File: src/rtl/cpu_pkg.sv
// Shared CPU constants: RV32 base opcodes, canonical NOP and datapath width.
`default_nettype none

package cpu_pkg;
  localparam int XLEN = 32;

  localparam logic [6:0] OP_LOAD   = 7'b0000011;
  localparam logic [6:0] OP_STORE  = 7'b0100011;
  localparam logic [6:0] OP_RTYPE  = 7'b0110011;
  localparam logic [6:0] OP_BRANCH = 7'b1100011;
  localparam logic [6:0] OP_ITYPE  = 7'b0010011;
  localparam logic [6:0] OP_JAL    = 7'b1101111;
  localparam logic [6:0] OP_LUI    = 7'b0110111;

  localparam logic [31:0] NOP_INSTR = 32'h0000_0013;
endpackage

`default_nettype wire

File: src/rtl/fetch_queue.sv
// fetch_queue: 2-entry FIFO of {instruction, pc} with push, pop, flush and count.
`default_nettype none

module fetch_queue import cpu_pkg::*; #(
  parameter int DW = XLEN
) (
  input  logic          clock,
  input  logic          reset,
  input  logic          push_i,
  input  logic          pop_i,
  input  logic          flush_i,
  input  logic [DW-1:0] push_instr_i,
  input  logic [DW-1:0] push_pc_i,
  output logic [DW-1:0] head_instr_o,
  output logic [DW-1:0] head_pc_o,
  output logic [1:0]    count_o,
  output logic          full_o,
  output logic          empty_o
);

  logic [DW-1:0] instr_q [2];
  logic [DW-1:0] pc_q    [2];
  logic          rd_q, wr_q;
  logic [1:0]    count_q;
  logic          w_push, w_pop;

  assign full_o  = (count_q == 2'd2);
  assign empty_o = (count_q == 2'd0);
  assign count_o = count_q;
  assign w_push  = push_i && (!full_o || pop_i);
  assign w_pop   = pop_i && !empty_o;

  assign head_instr_o = instr_q[rd_q];
  assign head_pc_o    = pc_q[rd_q];

  always_ff @(posedge clock or negedge reset) begin
    if (!reset) begin
      count_q <= 2'd0;
      rd_q    <= 1'b0;
      wr_q    <= 1'b0;
    end else if (flush_i) begin
      count_q <= 2'd0;
      rd_q    <= 1'b0;
      wr_q    <= 1'b0;
    end else begin
      if (w_push) wr_q <= ~wr_q;
      if (w_pop)  rd_q <= ~rd_q;
      count_q <= count_q + {1'b0, w_push} - {1'b0, w_pop};
    end
  end

  // Payload needs no reset: empty_o gates every consumer of the head.
  always_ff @(posedge clock) begin
    if (w_push && !flush_i) begin
      instr_q[wr_q] <= push_instr_i;
      pc_q[wr_q]    <= push_pc_i;
    end
  end

endmodule

`default_nettype wire

File: src/rtl/fetch_unit.sv
// fetch_unit: PC, imem request/ready handshake, 2-deep instruction queue, redirect with kill.
// Optional build macro FETCH_MISALIGN_CHECK_EN adds the sticky fetch_misaligned halt.
`default_nettype none

module fetch_unit import cpu_pkg::NOP_INSTR; #(
  parameter logic [31:0] RESET_PC = 32'h0000_0000,
  parameter int          XLEN     = 32
) (
  input  logic            clock,
  input  logic            reset,
  output logic            imem_request,
  output logic [XLEN-1:0] imem_address,
  input  logic            imem_ready,
  input  logic [XLEN-1:0] imem_rdata,
  input  logic            stall,
  input  logic            redirect,
  input  logic [XLEN-1:0] redirect_target,
  output logic            instr_valid,
  output logic [XLEN-1:0] instruction,
  output logic [6:0]      opcode,
  output logic [XLEN-1:0] pc,
  output logic [XLEN-1:0] pc_plus4
`ifdef FETCH_MISALIGN_CHECK_EN
  ,
  output logic            fetch_misaligned
`endif
);

  logic            req_q, req_d;
  logic            kill_q, kill_d;
  logic [XLEN-1:0] addr_q, addr_d;
  logic [XLEN-1:0] fetch_pc_q, fetch_pc_d;
  logic [XLEN-1:0] last_pc_q;

  logic [XLEN-1:0] w_tgt, w_base_pc, w_head_instr, w_head_pc;
  logic [1:0]      w_count, w_cnt_next;
  logic            w_xfer, w_busy, w_push, w_pop, w_issue, w_halt_next;
  logic            w_full, w_empty;

`ifdef FETCH_MISALIGN_CHECK_EN
  logic halt_q;
  assign w_tgt       = redirect_target;
  assign w_halt_next = halt_q || (redirect && (redirect_target[1:0] != 2'b00));
  assign fetch_misaligned = halt_q;

  always_ff @(posedge clock or negedge reset) begin
    if (!reset) halt_q <= 1'b0;
    else        halt_q <= w_halt_next;
  end
`else
  logic w_unused_tgt_lsb;
  assign w_unused_tgt_lsb = ^redirect_target[1:0];
  assign w_tgt       = {redirect_target[XLEN-1:2], 2'b00};
  assign w_halt_next = 1'b0;
`endif

  assign w_xfer = req_q && imem_ready;
  assign w_busy = req_q && !imem_ready;
  // Redirect flushes the queue, so a completing transfer in that cycle is dropped too.
  assign w_push = w_xfer && !kill_q && !redirect;
  assign w_pop  = !w_empty && !stall && !redirect;

  assign w_cnt_next = redirect ? 2'd0 : (w_count + {1'b0, w_push} - {1'b0, w_pop});
  assign w_base_pc  = redirect ? w_tgt : fetch_pc_q;
  // A held request counts as outstanding, so only issue once it is gone and room remains.
  assign w_issue    = !w_busy && (w_cnt_next < 2'd2) && !w_halt_next;

  always_comb begin
    req_d      = w_busy || w_issue;
    addr_d     = w_issue ? w_base_pc : addr_q;
    fetch_pc_d = w_issue ? (w_base_pc + XLEN'(4)) : w_base_pc;
    kill_d     = kill_q;
    if (redirect && w_busy) kill_d = 1'b1;
    else if (w_xfer)        kill_d = 1'b0;
  end

  always_ff @(posedge clock or negedge reset) begin
    if (!reset) begin
      req_q      <= 1'b0;
      kill_q     <= 1'b0;
      addr_q     <= XLEN'(RESET_PC);
      fetch_pc_q <= XLEN'(RESET_PC);
      last_pc_q  <= XLEN'(RESET_PC);
    end else begin
      req_q      <= req_d;
      kill_q     <= kill_d;
      addr_q     <= addr_d;
      fetch_pc_q <= fetch_pc_d;
      if (!w_empty) last_pc_q <= w_head_pc;
    end
  end

  fetch_queue #(
    .DW (XLEN)
  ) u_queue (
    .clock        (clock),
    .reset        (reset),
    .push_i       (w_push),
    .pop_i        (w_pop),
    .flush_i      (redirect),
    .push_instr_i (imem_rdata),
    .push_pc_i    (addr_q),
    .head_instr_o (w_head_instr),
    .head_pc_o    (w_head_pc),
    .count_o      (w_count),
    .full_o       (w_full),
    .empty_o      (w_empty)
  );

  logic w_unused_full;
  assign w_unused_full = w_full;

  assign imem_request = req_q;
  assign imem_address = addr_q;
  assign instr_valid  = !w_empty;
  assign instruction  = w_empty ? XLEN'(NOP_INSTR) : w_head_instr;
  assign opcode       = instruction[6:0];
  assign pc           = w_empty ? last_pc_q : w_head_pc;
  assign pc_plus4     = pc + XLEN'(4);

endmodule

`default_nettype wire
File: config.mk
export PLATFORM = sky130hd
export DESIGN_NAME = fetch_unit
export DESIGN_NICKNAME = d
export VERILOG_FILES = /design/src/rtl/cpu_pkg.sv /design/src/rtl/fetch_queue.sv /design/src/rtl/fetch_unit.sv
export SDC_FILE = /design/constraint.sdc
export NUM_CORES = 1
export LEC_CHECK = 0
export BUFFER_PORTS_ARGS = -buffer_cell sky130_fd_sc_hd__buf_2
export CORE_ASPECT_RATIO = 0.75
export CORE_MARGIN = 2
export CORE_UTILIZATION = 50
export CTS_BUF_LIST = sky130_fd_sc_hd__clkbuf_4 sky130_fd_sc_hd__clkbuf_8 sky130_fd_sc_hd__clkbuf_16
export DETAILED_ROUTE_END_ITERATION = 10
export GPL_TIMING_DRIVEN = 0
export HOLD_SLACK_MARGIN = 0.08
export PLACE_DENSITY_LB_ADDON = 0.15
export SLEW_MARGIN = 40
export SYNTH_ARGS = -nofsm -noshare
export SYNTH_HDL_FRONTEND = slang
export SYNTH_SLANG_ARGS = --single-unit
export TNS_END_PERCENT = 50
File: constraint.sdc
create_clock -name clock -period 6.9 [get_ports clock]
set_input_delay 0.69 -clock clock [delete_from_list [all_inputs] [get_ports clock]]
set_output_delay 0.69 -clock clock [all_outputs]
set_load 0.005 [all_outputs]
After elaboration in Yosys (flattened, before gate mapping) --
Memories as Yosys holds them, arrays and structs flattened. Index checks and enable logic that the tools add are counted.
Word-level totals: register bits 102, bits in writable memories 128, input bits 69, memories 2
Operators by class: add/sub/neg operators 6, magnitude comparators 1, equal/unequal tests 1, muxes and demuxes 14, bitwise operators 2, reductions and logical operators 24
Memory list:
- u_queue.instr_q | depth 2, bits a word 32, read ports 1, clocked after Yosys merged registers in 0, wr ports 1, RTL line fetch_queue.sv:21 | logic [DW-1:0] instr_q [2];
- u_queue.pc_q | depth 2, bits a word 32, read ports 1, clocked after Yosys merged registers in 0, wr ports 1, RTL line fetch_queue.sv:22 | logic [DW-1:0] pc_q [2];
Operator list (number):
- 32-bit 2-to-1 mux | 4
- 32-bit by 3-bit adder with 32-bit output, second input constant | 2
- 1-bit logical AND | 11
- 1-bit 2-to-1 mux | 8
- 1-bit logical NOT | 7
- 2-bit nonzero test | 3
- 2-bit by 1-bit adder with 2-bit output | 2
- 2-bit 2-to-1 mux | 2
- 2-bit by 1-bit subtractor with 2-bit output | 2
- 2-bit == test, second input constant | 1
- 2-bit logical NOT | 1
- 1-bit logical OR | 2
- 2-bit less-than comparator, second input constant | 1
- 1-bit inverter | 2

Depth between registers and ports, before layout --
depth after elaboration 9, mapped depth 16, mapped depth without buffers 9

By module --
From an unflattened synthesis, not the netlist that was laid out.
Second synthesis, totals: cell total of the unflattened synthesis 779, area total of the unflattened synthesis 10692.8 µm²
By module, submodules not included:
- fetch_unit | times used 1, cells an instance 555, area an instance 5616.6 µm², seq. area each 2452.4 µm²
- fetch_queue | times used 1, cells an instance 224, area an instance 5076.1 µm², seq. area each 3943.8 µm²

Worst setup path before layout --
No wires, ideal clock.
path kind input to register, start point input port redirect, end point memory u_queue.instr_q[0][0] (netlist name), enable pin, library setup time 0.495 ns, arrival 4.887 ns, required time 6.405 ns, slack 1.518 ns, cell stages on the path 8, buffers on the path 5, cells stage by stage buf_4 > buf_6 > buf_8 > buf_4 > buf_4 > or2_2 > a31oi_1 > nor2b_1
On the way: cells in the longest elaborated chain, start to end 7, elaborated cells on any way between the ends 8, those cells by class mux: 2; reduce/logical: 6
Ends and longest elaborated chain:
- start, declared | RTL line fetch_unit.sv:16 | input logic redirect,
- 1-bit logical NOT (*) | RTL line fetch_queue.sv:54, fetch_unit.sv:60, fetch_unit.sv:61
- 1-bit logical AND | RTL line fetch_unit.sv:61 | assign w_pop = !w_empty && !stall && !redirect;
- 1-bit logical OR | RTL line fetch_queue.sv:30 | assign w_push = push_i && (!full_o || pop_i);
- 1-bit logical AND | RTL line fetch_queue.sv:30
- 1-bit logical AND (*) | RTL line fetch_queue.sv:54 | if (w_push && !flush_i) begin
- 1-bit 2-to-1 mux (*) | RTL line fetch_queue.sv:54
- 1-bit 2-to-1 mux (not written as such) (*) | RTL line fetch_queue.sv:55 | instr_q[wr_q] <= push_instr_i;
- end, declared | RTL line fetch_queue.sv:21
Every way passes the cells marked *; elsewhere a longest branch is shown, timed or not.

Worst setup path after layout --
start point input port redirect, end point register addr_q[7] (netlist: imem_address[7])
On the way: cells in the longest elaborated chain, start to end 7, elaborated cells on any way between the ends 9, those cells by class add/sub: 2; order compare: 1; mux: 2; reduce/logical: 4
Ends and longest elaborated chain:
- 1-bit logical NOT | RTL line fetch_unit.sv:60, fetch_unit.sv:61
- 1-bit logical AND | RTL line fetch_unit.sv:60 | assign w_push = w_xfer && !kill_q && !redirect;
- 2-bit by 1-bit adder with 2-bit output | RTL line fetch_unit.sv:63 | assign w_cnt_next = redirect ? 2'd0 : (w_count + {1'b0, w_push} - {1'b0, w_pop});
- 2-bit by 1-bit subtractor with 2-bit output | RTL line fetch_unit.sv:63
- 2-bit 2-to-1 mux | RTL line fetch_unit.sv:63
- 2-bit less-than comparator | RTL line fetch_unit.sv:66 | assign w_issue = !w_busy && (w_cnt_next < 2'd2) && !w_halt_next;
- 1-bit logical AND | RTL line fetch_unit.sv:66
- end signal, assigned | RTL line fetch_unit.sv:81 | addr_q <= XLEN'(RESET_PC);
- end signal, assigned | RTL line fetch_unit.sv:87 | addr_q <= addr_d;
- end, declared | RTL line fetch_unit.sv:31 | logic [XLEN-1:0] addr_q, addr_d;
Parallel ways exist; a longest one is shown, timed or not. A chain may end at the register's enable or synchronous reset.

==> qor.yml <==
outcome:
  run_status: "finished clean"
sta:
  fmax_mhz: 230
  worst_clock_skew_ns: 0.00682
  timing.final.hold_violations: 0
  grt_setup_unrepaired: "no"
  finalCriticalPeriod_ns: 4.35
  slew_headroom_pct: 48.9
  timing.final.max_slew_violations: 0
  final.period_utilization_pct: 63.0
  report.final.setup_viol: 0
  worst_pin_slew_ns: 0.766
worst_setup_path:
  required_ns: 7.31
  startpoint_type: "input pin"
  worstPathArrival_ns: 4.76
  setup.worst_path.start: "redirect"
  delay_contributed_by_the_slowest_stage_of_the_critical_path_ns: 0.48
  crit_type: "input pin to flop"
  crit_family: "buffers and inverters"
  regToRegStartpoint: "u_queue.count_o[0]"
  timing.critical_path.cells: "buf_4, buf_6, buf_8, buf_4, buf_4, buf_2, clkbuf_1, nor3_1, ha_1, and2b_1, xor2_1, o21ai_1, clkbuf_1, buf_1, nand2_1, o21ai_0"
  critical_path.slowest_cell: "sky130_fd_sc_hd__clkbuf_1"
  crit_path_max_fanout: 10
  critPathBufInv: 9
  end_kind: "flop"
  crit_top_cell: "sky130_fd_sc_hd__buf_4"
cts:
  clock_tree_from_tritoncts: "built"
  postCtsResizedCells: 0
  insertion_delay_ns: 0.50
  cts_root_buf: "sky130_fd_sc_hd__clkbuf_16"
  post-cts-setup-buffer-count: 0
  cts_max_level: 1
  cts_buffers: 23
  worst_setup_hold_path_clk_slew_ns: 0.06
  cts_max_path_buffers: 3
  cts.sinks: 230
pwr:
  total_power_uw: 4480
  power.leakage_uw: 0.00512
  power_per_cell_area_nw_per_um2: 359
  worst_ir_drop_vdd_v: 0.000184
die:
  io_pins: 206
  starting_density_pct: 50.7
  die_area_sq_um: 21600
  chipHeight_microns: 128
  die_x_microns: 169
  coreArea_sq_um: 20100
  row_count: 45
global_routing:
  antenna_found_initial: 0
  maximum_number_of_pins_on_one_net_before_global_route_repair: 73
  global_route.overflow_total: 0
  grt.met3_usage_pct: 3.12
  grt_first_pass_wirelength_mm: 36.2
  first_global_vias: 6261
  track_usage_pct: 21.8
  grt_busiest_layer: "met1"
  grt_met2_usage_pct: 32.8
  globalRouteMet1Util_pct: 34.2
yosys:
  async_flop_share_pct: 44.3
  synth_enable_flop_cells: 128
  synth.cell_area_sq_um: 10200
  yosysUniqueCellTypes: 65
  netlist_instances: 777
  synth.net_count: 851
  flip_flop_and_latch_count_after_synthesis: 230
  yosys_warnings: 0
  synthFlopType: "sky130_fd_sc_hd__edfxtp_1"
  synth_seq_area_share_pct: 62.7
  syn_avg_cell_area_sq_um: 13.1
cells_and_area:
  post_route_non_filler_standard_cell_count: 1283
  final.fill_count: 1619
  antenna-diode-count: 0
  final_util_pct: 62.1
  layout_cell_share_with_drive_strength_beyond_1_pct: 31.2
  design.final.nets: 1085
  areaGrowthSynthToFinish_pct: 22.4
place:
  post-dp-hpwl_mm: 17.2
  routabilityCongestion: 0.840
  placed_cells: 1243
  io_buffer_count: 202
detailed_routing:
  final_antenna_net_count: 0
  drtPass1Iterations: 5
  num_vias: 6828
  drt_iter0_drc: 569
  vias_per_cell: 5.32
  route.detailed.drc: 0
  drt-wirelength-per-cell_microns: 18.5
  wirelength_mm: 23.7
worst_hold_path:
  startpoint_of_the_worst_hold_path: "imem_rdata[5]"
  min_delay_worst_type: "input pin to flop"
run:
  max_cap_violations: 0
## power by group
group          internal (uW)  switching, uW  leakage, uW  total, uW
Clock                    752            504     0.000370       1260
Sequential              1690            118      0.00239       1810
Combinational            602            812      0.00236       1410
Total                   3050           1430      0.00512       4480
## path summary, 6_finish.rpt
check | to | slack, ns | cells past startpoint
min in group asynchronous | last_pc_q[21] | 0.63 | 2
max reg2reg | imem_address[7] | 3.39 | 12
min reg2reg | u_queue.pc_q[0][24] | 0.49 | 0
max | imem_address[7] | 2.55 | 16
max in group asynchronous | imem_address[0] | 5.60 | 3
min | u_queue.instr_q[1][5] | 0.38 | 1
## state kept, by name, summed over array words and instances, names as in the netlist
signal / flops
u_queue.rd_q: 1
kill_q: 1
imem_request: 1
u_queue.instr_q: 64
u_queue.wr_q: 1
u_queue.count_o: 2
imem_address: 32
u_queue.pc_q: 64
last_pc_q: 32
fetch_pc_q: 32
## layout by cell type (no fill, tap or decap), types with 7 or more instances in the layout
| master | count |
|---|---|
| sky130_fd_sc_hd__clkbuf_1 | 10 |
| sky130_fd_sc_hd__edfxtp_1 | 128 |
| sky130_fd_sc_hd__a21oi_1 | 18 |
| sky130_fd_sc_hd__clkbuf_16 | 23 |
| sky130_fd_sc_hd__o21ai_0 | 38 |
| sky130_fd_sc_hd__nand3_1 | 17 |
| sky130_fd_sc_hd__buf_4 | 13 |
| sky130_fd_sc_hd__dfrtp_1 | 102 |
| sky130_fd_sc_hd__a21o_1 | 9 |
| sky130_fd_sc_hd__mux2i_1 | 87 |
| sky130_fd_sc_hd__buf_2 | 209 |
| sky130_fd_sc_hd__nor2_1 | 53 |
| sky130_fd_sc_hd__nor3_1 | 19 |
| sky130_fd_sc_hd__mux2_2 | 12 |
| sky130_fd_sc_hd__xor2_1 | 21 |
| sky130_fd_sc_hd__inv_1 | 27 |
| sky130_fd_sc_hd__xnor2_1 | 38 |
| sky130_fd_sc_hd__nor2b_1 | 12 |
| sky130_fd_sc_hd__nor4_2 | 7 |
| sky130_fd_sc_hd__nand2_1 | 62 |
| sky130_fd_sc_hd__buf_6 | 7 |
## what timing repair did
item	4_1_cts	5_1_grt
endpoints found under the setup margin	0	0
hold endpoints to repair	30	0
hold buffers	1	0
## synthesized netlist by cell type (all sizes together) (20+ instances only)
master  number  area [sq um]
a21oi       21           116
buf         36           269
dfrtp      102          2550
edfxtp     128          3840
inv         28           105
mux2i       87           871
nand2       62           233
nor2        55           225
nor3        20           105
o21ai       40           200
xnor2       39           349
xor2        21           184
## routing by layer
metal	part of all wire, %	wire [microns]
met1	49	11700
met2	44	10500
met3	5.1	1210
met4	1.3	311
met5	0	0
## logic make-up (layout without fill, tap and decap cells)
logic type	after synthesis	count (layout)	share of synthesized area, %
adder cells (fa/ha/maj)	5	5	0.613
AND/OR/NAND/NOR	214	214	11.5
buffers and inverters	74	322	4.04
XOR/XNOR	60	60	5.23
AO/OA/AOI/OAI	94	94	5.89
multiplexers	100	100	10.0
flip-flops	230	230	62.7
## per-stage QoR
step	instance area (sq um)	TNS, ns	hold WS [ns]	setup WS, ns
2_1_floorplan	10200	0	0.394	1.52
3_3_place_gp	11500	-30.67	0.475	-0.475
3_5_place_dp	11700	0	0.489	2.06
4_1_cts	12500	0	0.364	2.54
5_1_grt	12500	0	0.360	2.26
6_report	12500	0	0.379	2.55
## area by class of cell
type / instances / area (sq um) / share of cell area, %
Clock inverter: 10 / 140 / 1.12
Multi-Input combinational cell: 473 / 3400 / 27.2
Buffer: 46 / 307 / 2.46
Tap cell: 258 / 323 / 2.59
Sequential cell: 230 / 6400 / 51.2
Timing Repair Buffer: 209 / 1190 / 9.52
Clock buffer: 29 / 621 / 4.97
Inverter: 28 / 105 / 0.842
Note: power is estimated with default switching activity, not from simulation.
